<file path="src/rtl/sobel_linebuf_ctrl.sv">
// sobel_linebuf_ctrl
//
// Controls the two line-buffer FIFOs that feed the Sobel edge-detection
// kernel, and builds the 3x3 pixel window the kernel works on.
//
// FIFO0 holds the previous image row and FIFO1 holds the row before that.
// Each accepted pixel reads the older rows out of the FIFOs. One cycle later
// the controller writes the pixel into FIFO0 and moves FIFO0's output into
// FIFO1. The live pixel and both FIFO outputs then shift into a registered
// 3x3 window. FIFO data is stale after reset and after each frame, so the
// controller drains both FIFOs before it accepts any new pixels.
//
// Parameters:
//   IMG_W  pixels per line (must not exceed the line-FIFO depth)
//   IMG_H  lines per frame (at least 3)
//   DW     pixel width
//
// Ports:
//   clk         system clock, rising edge
//   rst         asynchronous active-high reset
//   pix_in      input pixel
//   pix_vld     pix_in valid
//   pix_rdy     controller accepts pix_in (transfer on pix_vld && pix_rdy)
//   f0_din      FIFO0 write data
//   f0_wr_en    FIFO0 write enable
//   f0_rd_en    FIFO0 read enable
//   f0_dout     FIFO0 read data (valid one cycle after rd_en, held otherwise)
//   f0_empty    FIFO0 empty flag
//   f1_*        same set of signals for FIFO1
//   win         3x3 window, element (r,c) at win[DW*(3r+c) +: DW];
//               r=0 is the oldest row, c=0 is the oldest column
//   win_vld     one-cycle strobe, win holds a complete window
//   frame_done  one-cycle pulse after the last pixel of a frame is accepted

module sobel_linebuf_ctrl #(
  parameter int IMG_W = 200,
  parameter int IMG_H = 200,
  parameter int DW    = 8
) (
  input  logic            clk,
  input  logic            rst,
  input  logic [DW-1:0]   pix_in,
  input  logic            pix_vld,
  output logic            pix_rdy,
  output logic [DW-1:0]   f0_din,
  output logic            f0_wr_en,
  output logic            f0_rd_en,
  input  logic [DW-1:0]   f0_dout,
  input  logic            f0_empty,
  output logic [DW-1:0]   f1_din,
  output logic            f1_wr_en,
  output logic            f1_rd_en,
  input  logic [DW-1:0]   f1_dout,
  input  logic            f1_empty,
  output logic [9*DW-1:0] win,
  output logic            win_vld,
  output logic            frame_done
);

  localparam int CW = (IMG_W > 1) ? $clog2(IMG_W) : 1;
  localparam int RW = (IMG_H > 1) ? $clog2(IMG_H) : 1;

  localparam logic [CW-1:0] COL_LAST = CW'(IMG_W - 1);
  localparam logic [RW-1:0] ROW_LAST = RW'(IMG_H - 1);

  typedef enum logic {
    FLUSH = 1'b0,
    RUN   = 1'b1
  } state_t;

  state_t        state;
  state_t        state_nxt;

  logic [CW-1:0] col;
  logic [RW-1:0] row;

  logic          s1_v;
  logic [DW-1:0] s1_pix;
  logic [RW-1:0] s1_row;
  logic [CW-1:0] s1_col;

  logic          accept;
  logic          last_pix;

  assign last_pix = (col == COL_LAST) && (row == ROW_LAST);

  // Pixels are accepted only in RUN.
  assign accept = (state == RUN) && pix_vld;

  // Each pixel is written one cycle after it is accepted. By then the
  // accept cycle has already read the older entry out, so a FIFO that holds
  // a full line is never written while full. FIFO1 receives whatever FIFO0
  // returned for the accept cycle, which is the pixel one row above.
  assign f0_wr_en = s1_v;
  assign f0_din   = s1_pix;
  assign f1_wr_en = s1_v && (s1_row >= RW'(1));
  assign f1_din   = f0_dout;

  // Next-state and read-enable logic.
  // FLUSH reads any FIFO that is not empty. It leaves for RUN once both
  // FIFOs are empty and no stage-1 write is still pending. The FLUSH reads
  // are held off while rst is high, so all enables stay low during reset
  // even if the FIFOs still contain data. In RUN, a FIFO is read only when
  // it already holds a row older than the current one.
  always_comb begin
    state_nxt = state;
    pix_rdy   = 1'b0;
    f0_rd_en  = 1'b0;
    f1_rd_en  = 1'b0;
    case (state)
      FLUSH: begin
        if (!rst) begin
          f0_rd_en = !f0_empty;
          f1_rd_en = !f1_empty;
        end
        if (f0_empty && f1_empty && !s1_v) begin
          state_nxt = RUN;
        end
      end
      RUN: begin
        pix_rdy = 1'b1;
        if (accept) begin
          f0_rd_en = (row >= RW'(1));
          f1_rd_en = (row >= RW'(2));
          if (last_pix) begin
            state_nxt = FLUSH;
          end
        end
      end
      default: begin
        state_nxt = FLUSH;
      end
    endcase
  end

  // State register. Reset always lands in FLUSH, because the FIFOs have no
  // reset and may still hold data from before.
  always_ff @(posedge clk or posedge rst) begin
    if (rst) begin
      state <= FLUSH;
    end else begin
      state <= state_nxt;
    end
  end

  // Raster position of the next pixel to be accepted. When the last pixel
  // of a frame is accepted, both counters return to zero.
  always_ff @(posedge clk or posedge rst) begin
    if (rst) begin
      col <= '0;
      row <= '0;
    end else if (accept) begin
      if (col == COL_LAST) begin
        col <= '0;
        row <= (row == ROW_LAST) ? '0 : row + RW'(1);
      end else begin
        col <= col + CW'(1);
      end
    end
  end

  // Stage 1 holds the accepted pixel and its position for one cycle, so the
  // FIFO read data is ready when the window shifts. The pixel, row and
  // column hold their values during input gaps. Only s1_v drops back to 0.
  always_ff @(posedge clk or posedge rst) begin
    if (rst) begin
      s1_v   <= 1'b0;
      s1_pix <= '0;
      s1_row <= '0;
      s1_col <= '0;
    end else begin
      s1_v <= accept;
      if (accept) begin
        s1_pix <= pix_in;
        s1_row <= row;
        s1_col <= col;
      end
    end
  end

  // frame_done pulses one cycle after the last pixel of the frame is
  // accepted.
  always_ff @(posedge clk or posedge rst) begin
    if (rst) begin
      frame_done <= 1'b0;
    end else begin
      frame_done <= accept && last_pix;
    end
  end

  // Window shift register. Each stage-1 pixel shifts the whole window one
  // column to the left. The new column comes from FIFO1 (two rows up), FIFO0
  // (one row up) and the live pixel. In the first two rows, the FIFO values
  // shifted in are not real pixels, so win_vld stays low for those
  // positions. win_vld also stays low for the first two columns of each row,
  // so no window ever crosses a row or frame boundary.
  always_ff @(posedge clk or posedge rst) begin
    if (rst) begin
      win     <= '0;
      win_vld <= 1'b0;
    end else begin
      win_vld <= s1_v && (s1_row >= RW'(2)) && (s1_col >= CW'(2));
      if (s1_v) begin
        for (int r = 0; r < 3; r++) begin
          win[DW*(3*r)   +: DW] <= win[DW*(3*r+1) +: DW];
          win[DW*(3*r+1) +: DW] <= win[DW*(3*r+2) +: DW];
        end
        win[DW*2 +: DW] <= f1_dout;
        win[DW*5 +: DW] <= f0_dout;
        win[DW*8 +: DW] <= s1_pix;
      end
    end
  end

endmodule

</file>
<file path="config.mk">
export PLATFORM = sky130hd
export DESIGN_NAME = sobel_linebuf_ctrl
export DESIGN_NICKNAME = d
export VERILOG_FILES = /design/src/rtl/sobel_linebuf_ctrl.sv
export SDC_FILE = /design/constraint.sdc
export NUM_CORES = 1
export LEC_CHECK = 0
export CAP_MARGIN = 30
export CORE_UTILIZATION = 48
export DETAILED_ROUTE_END_ITERATION = 10
export PLACE_DENSITY = 0.75
export SKIP_LAST_GASP = 1
export SYNTH_ARGS = -nofsm -noshare
export SYNTH_HDL_FRONTEND = slang
export SYNTH_SLANG_ARGS = --single-unit
</file>
<file path="constraint.sdc">
create_clock -name clk -period 3.9 [get_ports clk]
set_input_delay 0.585 -clock clk [delete_from_list [all_inputs] [get_ports clk]]
set_output_delay 0.585 -clock clk [all_outputs]
set_load 0.05 [all_outputs]
</file>
==> results.json, run 1 <==
{
  "nets": 520,
  "wirelength_mm": 9.77,
  "tightest_slew_ns": 0.632,
  "arrival_ns": 2.61,
  "synthMuxAreaShare_pct": 18.0,
  "grt_max_degree": 51,
  "cts_tree": "yes",
  "area_delta_synth_final_pct": 40.2,
  "port_buffers": 123,
  "cts_sinks": 115,
  "slew_viol_final": 0,
  "synth_area_leaders": "dfrtp_1 (62%), mux2_2 (18%), nand2_1 (6.2%)",
  "min_path_type": "reg -> reg",
  "numCtsBuffers": 17,
  "yosysUniqueCellTypes": 36,
  "cts_buffer_depth": 2,
  "yosys.area_share.xor_xnor_pct": 1.52,
  "leakagePower_nw": 2.85,
  "drtIter0Drc": 114,
  "via_per_inst": 4.99,
  "syn_nets": 395,
  "via_count": 3127,
  "fin_hold_ws_ns": 0.481,
  "crit_cells": 4,
  "synth_area_sq_um": 4610,
  "timing.max_cap.violations": 0,
  "cts_max_level": 4,
  "wl_per_cell_um": 15.6,
  "n_antenna_cell": 0,
  "slew_headroom_pct": 57.8,
  "fin_skew_ns": 0.00615,
  "rows": 35,
  "cts_hold_buffers": 0,
  "crit_buf_inv": 1,
  "yosys.cell_count.top_type": "dfrtp_1",
  "gp_congestion": 0.830,
  "synthTopCellsByCount": "dfrtp_1 (115), nand2_1 (76), mux2_2 (73), buf_4 (9)",
  "firstDrtPassIters": 6,
  "synth_simple_gate_area_share_pct": 10.7,
  "hold_violations": 0,
  "power_frac_seq_pct": 32.3,
  "drcViolationCount": 0,
  "die_x_um": 100,
  "period_needed_ns": 3.20,
  "cp_max_fo": 2,
  "synth_top_family_by_area": "multiplexers",
  "rsz0062_at_grt": "false",
  "hpwl_mm": 6.57,
  "slowest_stage": "clkdlybuf4s50_1",
  "reg2reg_depth": 6,
  "critical_path.top_delay_family": "buffers and inverters",
  "placed_cell_area_sq_um": 5930,
  "p_switching_mw": 2.38,
  "crit_required_ns": 3.31,
  "grt_pass1_vias": 3260,
  "cp-start-kind": "flop",
  "p_clk_share_pct": 23.9,
  "vdd_drop_max_uv": 449,
  "end_kind": "output pin",
  "drive_gt1_share_pct": 23.1,
  "intPower_mw": 3.35,
  "swShare_pct": 41.6,
  "post_cts_buffers": 0,
  "synth_largest_area_cell": "dfrtp_1",
  "ff2ff_setup_slack_ns": 1.75,
  "setup_tns_ns": 0,
  "grt_pass1_wl_mm": 16.1,
  "core-area_sq_um": 9280,
  "critical_path_class": "reg -> out",
  "ios": 124,
  "crit_chain": "or4_1, o41ai_2, nand2_1, clkdlybuf4s50_1",
  "chipHeight_um": 100,
  "fin_cells": 627,
  "whs_path_depth": 2,
  "grt_usage_pct": 21.1,
  "synth_compound_area_share_pct": 2.63,
  "status": "completed",
  "overflow": 0,
  "dp.cells": 596,
  "antenna_found_initial": 0,
  "design_area_sq_um": 6470,
  "synth-main-ff-cell": "dfrtp_1",
  "finalCritPeriodShare_pct": 82.0,
  "synth_top_area_share_pct": 62.4,
  "yosysSeqAreaShare_pct": 62.4,
  "cts_root_buf": "clkbuf_8",
  "setup_viol": 0,
  "clk_pin_slew_ns": 0.05,
  "start_util_pct": 49.7,
  "p_per_area_nw_per_um2": 886,
  "synth_edf_count": 0,
  "ys_ff_latch": 115,
  "cpPeakStageDelay_ns": 0.72,
  "insertion_delay_ns": 0.50,
  "yosys_warnings": 0,
  "syn-instance-count": 361,
  "avgSynthCellArea_sq_um": 12.8,
  "fillers": 693,
  "cts_resized": 0,
  "synth_fa_ha_area_share_pct": 1.36,
  "async_flop_share_pct": 100,
  "pwr-share-comb_pct": 43.8,
  "design.die.area_sq_um": 10000,
  "ant_nets": 0,
  "max_freq_mhz": 313
}
path summary, 6_finish.rpt:
| path | from | end |
|---|---|---|
| setup / recovery | s1_row[4] | f1_wr_en |
| setup reg to reg | state | col[7] |
| hold reg to reg | s1_col[2] | s1_col[2] |
| hold / removal | s1_col[2] | s1_col[2] |
| max in group asynchronous | rst | win[59] |
| min in group asynchronous | rst | state |
logic make-up after synthesis:
group                    after synthesis
flip-flops                           115
multiplexers                          74
buffers and inverters                 29
AND/OR/NAND/NOR                      111
adder cells (fa/ha/maj)                5
XOR/XNOR                               8
AO/OA/AOI/OAI                         19
stage by stage:
| stage | total power [mW] | util, % | setup WS, ns |
|---|---|---|---|
| 2_1_floorplan | 3.52 | - | 0.271 |
| 5_1_grt | 5.98 | 69.6 | 0.595 |
| 4_1_cts | 5.78 | 69.6 | 0.660 |
| 3_3_place_gp | 4.34 | 63.9 | 1.08 |
| 6_report | 5.73 | 69.6 | 0.703 |
| 3_5_place_dp | 4.39 | 63.9 | 1.06 |
state kept, by name, indices dropped and copies added (netlist names):
| signal | flops |
|---|---|
| win_vld | 1 |
| f0_wr_en | 1 |
| s1_row | 8 |
| win | 72 |
| frame_done | 1 |
| s1_col | 7 |
| row | 8 |
| col | 8 |
| state | 1 |
| f0_din | 8 |
area by class of cell:
cell class,count,area [sq um],area share (%)
Sequential cell,115,2880,44.5
Multi-Input combinational cell,217,1580,24.5
Timing Repair Buffer,128,1280,19.8
Clock buffer,21,449,6.95
Tap cell,129,161,2.50
Clock inverter,10,85.1,1.32
Inverter,7,28.8,0.445
per-layer routing:
metal  wire (um)  up-vias  GRT usage (%)
li1            -     1469              -
met1        4190     1529           26.4
met2        4890      116           35.3
met3         584       13           5.78
met4         105        0           7.58
met5           0        -              0
worst register-to-register path: stages, from the launching register on:
cell     delay (ns)
dfrtp_1        0.46
nand2_2        0.20
buf_4          0.27
inv_2          0.34
and3_1         0.43
nor2_1         0.08
mux2_2         0.27
placed cells by master, fill, tap and decap left out, types with 2 or more instances in the layout:
cell / n
clkinvlp_4: 4
buf_4: 4
ha_1: 5
a21oi_1: 3
nand3_1: 6
clkdlybuf4s50_1: 123
nand2_1: 76
clkbuf_1: 2
nor2_1: 7
o21ai_0: 7
xor2_1: 2
clkbuf_8: 3
nor3_1: 7
o21ai_1: 3
clkinv_2: 5
dfrtp_1: 114
xnor2_1: 6
and3_1: 3
inv_1: 5
o32ai_1: 2
mux2_2: 73
clkbuf_16: 16
power groups by stage:
stage / logic (mW) / registers (mW) / clock network (mW)
after floorplan: 0.538 / 2.98 / 0
after global placement: 2.50 / 1.85 / 0
after detailed placement: 2.52 / 1.87 / 0
after CTS: 2.53 / 1.86 / 1.40
after global routing: 2.61 / 1.91 / 1.45
final: 2.51 / 1.85 / 1.37
(Power assumes the default switching activity.)
==> run 2, diff against run 1 <==
==> constraint.sdc (replaced) <==
create_clock -name clk -period 3.2 [get_ports clk]
set_input_delay 0.48 -clock clk [delete_from_list [all_inputs] [get_ports clk]]
set_output_delay 0.48 -clock clk [all_outputs]
set_load 0.05 [all_outputs]
==> results.json, run 2 (synthesized netlist as in run 1, its figures left out) <==
{
  "status": "completed",
  "final_common_cell": "clkdlybuf4s50_1",
  "rsz0062_at_grt": "false",
  "grt_pass1_wl_mm": 15.8,
  "fin_skew_ns": 0.00686,
  "cts_sinks": 115,
  "grt_usage_pct": 20.9,
  "cts_resized": 0,
  "ios": 124,
  "layout_setup_ws_ns": 0.214,
  "cp_max_fo": 2,
  "drcViolationCount": 0,
  "grt_pass1_vias": 3181,
  "numCtsBuffers": 17,
  "die_x_um": 100,
  "cts_max_level": 4,
  "nets": 519,
  "core-area_sq_um": 9280,
  "regMostFlops": "win",
  "fin_cells": 627,
  "via_count": 3115,
  "mostFrequentLayoutCells": "clkdlybuf4s50_1 (121), dfrtp_1 (114), nand2_1 (76)",
  "hold_violations": 0,
  "drive_gt1_share_pct": 23.3,
  "fin_hold_ws_ns": 0.471,
  "drtIter0Drc": 86,
  "p_per_area_nw_per_um2": 1100,
  "finalPower_mw": 7.16,
  "fillers": 680,
  "leakagePower_nw": 2.88,
  "chipHeight_um": 100,
  "overflow": 0,
  "wl_per_cell_um": 15.5,
  "clk_pin_slew_ns": 0.06,
  "cts_root_buf": "clkbuf_8",
  "ant_nets": 0,
  "cts_hold_buffers": 0,
  "setup_viol": 0,
  "pre_cts_slack_ns": 0.742,
  "vdd_drop_max_uv": 462,
  "area_delta_synth_final_pct": 41.4,
  "cts_tree": "yes",
  "slew_headroom_pct": 52.3,
  "gp_congestion": 0.828,
  "port_buffers": 123,
  "hpwl_mm": 6.54,
  "end_kind": "output pin",
  "largest_reg_flops": 72,
  "cp-start-kind": "flop",
  "timing.max_cap.violations": 0,
  "wirelength_mm": 9.72,
  "firstDrtPassIters": 4,
  "setup_tns_ns": 0,
  "insertion_delay_ns": 0.50,
  "period_needed_ns": 2.99,
  "antenna_found_initial": 0,
  "final_core_util_pct": 70.2,
  "grt_max_degree": 59,
  "dp.cells": 595,
  "crit_required_ns": 2.72,
  "arrival_ns": 2.51,
  "design_area_sq_um": 6520,
  "placed_cell_area_sq_um": 5930,
  "max_freq_mhz": 335,
  "rows": 35,
  "n_antenna_cell": 0,
  "critical_path_class": "reg -> out",
  "design.die.area_sq_um": 10000,
  "tightest_slew_ns": 0.714,
  "finalCritPeriodShare_pct": 93.3,
  "post_cts_buffers": 0,
  "start_util_pct": 49.7,
  "slew_viol_final": 0,
  "min_path_type": "reg -> reg",
  "cts_buffer_depth": 2,
  "via_per_inst": 4.97,
  "multi_input_area_sq_um": 1580,
  "seq_area_sq_um": 2880
}
run 2: worst paths after layout:
kind                       cells after the start  startpoint        end  slack (ns)
setup reg to reg                               2    f0_wr_en    win[24]        1.34
hold reg to reg                                2   s1_row[2]  s1_row[2]        0.47
setup / recovery                               4   s1_row[4]   f1_wr_en        0.21
max in group asynchronous                      3         rst     win[3]        2.05
min in group asynchronous                      2         rst    win[64]        0.50
hold / removal                                 2   s1_row[2]  s1_row[2]        0.47
run 2: critical path: stages, from the launching register on:
cell and delay (ns):
dfrtp_1 0.38, or4_1 0.55, o41ai_2 0.26, nand2_1 0.09
clkdlybuf4s50_1 0.73
run 2: cell type report:
cell class / instances / area share [%]
Inverter: 7 / 0.461
Clock buffer: 22 / 6.95
Multi-Input combinational cell: 217 / 24.3
Clock inverter: 10 / 2.02
Sequential cell: 115 / 44.2
Timing Repair Buffer: 127 / 19.7
Tap cell: 129 / 2.48
run 2: routing by layer:
layer | up-vias | routed length, um | global-route usage (%)
li1 | 1471 | - | -
met1 | 1525 | 4400 | 27.1
met2 | 111 | 4740 | 33.6
met3 | 8 | 514 | 6.13
met4 | 0 | 75 | 7.47
met5 | - | 0 | 0
run 2: power by group:
part,internal [mW],leakage (nW),total (mW),switching (mW)
Combinational,1.10,1.20,3.06,1.96
Sequential,1.93,1.39,2.27,0.338
Clock,1.22,0.288,1.83,0.612
==> RTL change (flow settings as in run 2) <==
Reset style: synchronous (`rst`), changed in 5 clocked blocks. Comments in the files are not updated.
--- a/src/rtl/sobel_linebuf_ctrl.sv
+++ b/src/rtl/sobel_linebuf_ctrl.sv
@@ -135,7 +135,7 @@
 
   // State register. Reset always lands in FLUSH, because the FIFOs have no
   // reset and may still hold data from before.
-  always_ff @(posedge clk or posedge rst) begin
+  always_ff @(posedge clk) begin
     if (rst) begin
       state <= FLUSH;
     end else begin
@@ -145,7 +145,7 @@
 
   // Raster position of the next pixel to be accepted. When the last pixel
   // of a frame is accepted, both counters return to zero.
-  always_ff @(posedge clk or posedge rst) begin
+  always_ff @(posedge clk) begin
     if (rst) begin
       col <= '0;
       row <= '0;
@@ -162,7 +162,7 @@
   // Stage 1 holds the accepted pixel and its position for one cycle, so the
   // FIFO read data is ready when the window shifts. The pixel, row and
   // column hold their values during input gaps. Only s1_v drops back to 0.
-  always_ff @(posedge clk or posedge rst) begin
+  always_ff @(posedge clk) begin
     if (rst) begin
       s1_v   <= 1'b0;
       s1_pix <= '0;
@@ -180,7 +180,7 @@
 
   // frame_done pulses one cycle after the last pixel of the frame is
   // accepted.
-  always_ff @(posedge clk or posedge rst) begin
+  always_ff @(posedge clk) begin
     if (rst) begin
       frame_done <= 1'b0;
     end else begin
@@ -194,7 +194,7 @@
   // shifted in are not real pixels, so win_vld stays low for those
   // positions. win_vld also stays low for the first two columns of each row,
   // so no window ever crosses a row or frame boundary.
-  always_ff @(posedge clk or posedge rst) begin
+  always_ff @(posedge clk) begin
     if (rst) begin
       win     <= '0;
       win_vld <= 1'b0;
Function: differs if rst is asserted again (counterexample within 4 cycles, from zero or initial values and one cycle with rst high); with rst held inactive, the same outputs for 10 cycles.
==> RTL change against run 2 <==
  * Fmax is 1.3% higher
  * Via count is 14% higher
  * Worst setup slack better by 0.039 ns
  * Synthesized area down 5.0%
  * Routed wire length up 6.0%
  * Final cell count increased by 9.6%
  * Sequential cell count is the same
  * Cell area decreased by 4.6%
Power is not compared: it rests on default switching activity, and its combinational part moved more than twofold at a synthesized area within 25%.
==> RTL change: results (changes against run 2) <==
status: finished, final reports clean (unchanged)
# fillers: 683 (was 680)
reg-to-reg slack, setup: 1.15 ns (was 1.34 ns)
DRT iter0 DRCs: 139 (was 86)
H-tree Lvls: 4 (unchanged)
Via density: 5.19 (was 4.97)
Main synth FF type: dfxtp_1 (was dfrtp_1)
largest net degree at the start of global routing: 70 (was 59)
synth cell count leaders: 115 x dfxtp_1, 81 x nor2_1, 73 x mux2i_1 (was 115 x dfrtp_1, 76 x nand2_1, 73 x mux2_2)
worst slack, placed: 0.778 ns (was 0.742 ns)
WL/cell: 15.0 um (was 15.5 um)
gp weighted congestion: 0.828 (about the same)
Slew headroom: 42.8% (was 52.3%)
register area share after synthesis: 52.6% (was 62.4%)
Layout Nets: 601 (was 519)
reg2reg path depth: 5 (was 2)
reg-to-reg critical path startpoint: col[0] (was f0_wr_en)
Mapped Nets: 493 (was 395)
Worst EP arrival: 2.47 ns (was 2.51 ns)
fraction of layout cells with a size suffix above 1: 7.25% (was 23.3%)
min Tclk post-route: 2.95 ns (was 2.99 ns)
detailed-placement wirelength estimate: 6.79 mm (was 6.54 mm)
GR Util All Layers: 22.1% (was 20.9%)
RR Endpoint: row[7] (was win[24])
hold_sp: rst (was s1_row[2])
first-pass GRT wire length: 16.9 mm (was 15.8 mm)
Area contributors post-synth: dfxtp_1 53%, mux2i_1 17%, nor2_1 6.9% (was dfrtp_1 62%, mux2_2 18%, nand2_1 6.2%)
Layout Skew: 0.0129 ns (was 0.00686 ns)
asr flop ratio synth: 0% (was 100%)
vias in the first global route: 3,460 (was 3,181)
Hold Path End: frame_done (was s1_row[2])
==> RTL change: cell types whose count changed after synthesis, sizes merged, moves of 5 or more <==
cell    delta
xor2       +5
clkbuf    +15
nand2     -20
dfrtp    -115
a21oi     +25
mux2i     +72
dfxtp    +115
nand4      +6
nor2      +74
o21ai      -7
mux2      -73
==> RTL change: worst max path at each step <==
stage / cells past startpoint / from / endpoint
after CTS: 4 / s1_row[5] / f1_wr_en
after global routing: 4 / s1_row[5] / f1_wr_en
after floorplan: 3 / rst / f0_rd_en
final: 4 / s1_row[5] / f1_wr_en
after detailed placement: 4 / s1_row[5] / f1_wr_en
after global placement: 4 / s1_row[5] / f1_wr_en
==> RTL change: cells by family (layout without fill, tap and decap cells) <==
group	after synthesis	count (layout)	synth area share (%)
xor+xnor	10	10	2.00
fa+ha+maj	5	5	1.43
simple gates	176	176	18.0
flops	115	115	52.6
compound gates	38	38	4.83
buf+inv	42	162	4.49
mux	73	73	16.7
==> RTL change: stage by stage <==
stage          hold slack (ns)  area [um2]  utilization, %  std cells  power [W]
4_1_cts                  0.391        6220            71.0        687    0.00359
2_1_floorplan            0.431        4380               -        459    0.00161
3_5_place_dp             0.449        5620            64.1        656    0.00168
5_1_grt                  0.406        6220            71.0        687    0.00367
6_report                 0.408        6220            71.0        687    0.00356
3_3_place_gp             0.442        5620            64.1        656    0.00168
==> RTL change: layout make-up <==
cell class	instances	share of cell area (%)
Multi-Input combinational cell	302	30.2
Timing Repair Buffer	127	20.6
Clock inverter	13	3.00
Clock buffer	18	6.72
Tap cell	108	2.17
Inverter	4	0.241
Sequential cell	115	37.1
==> RTL change: layer usage <==
layer  track usage, %  routed length [um]  vias up
li1                 -                   -     1762
met1             27.8                4670     1669
met2             36.4                5020      117
met3             4.96                 454       17
met4             9.62                 159        0
met5                0                   0        -
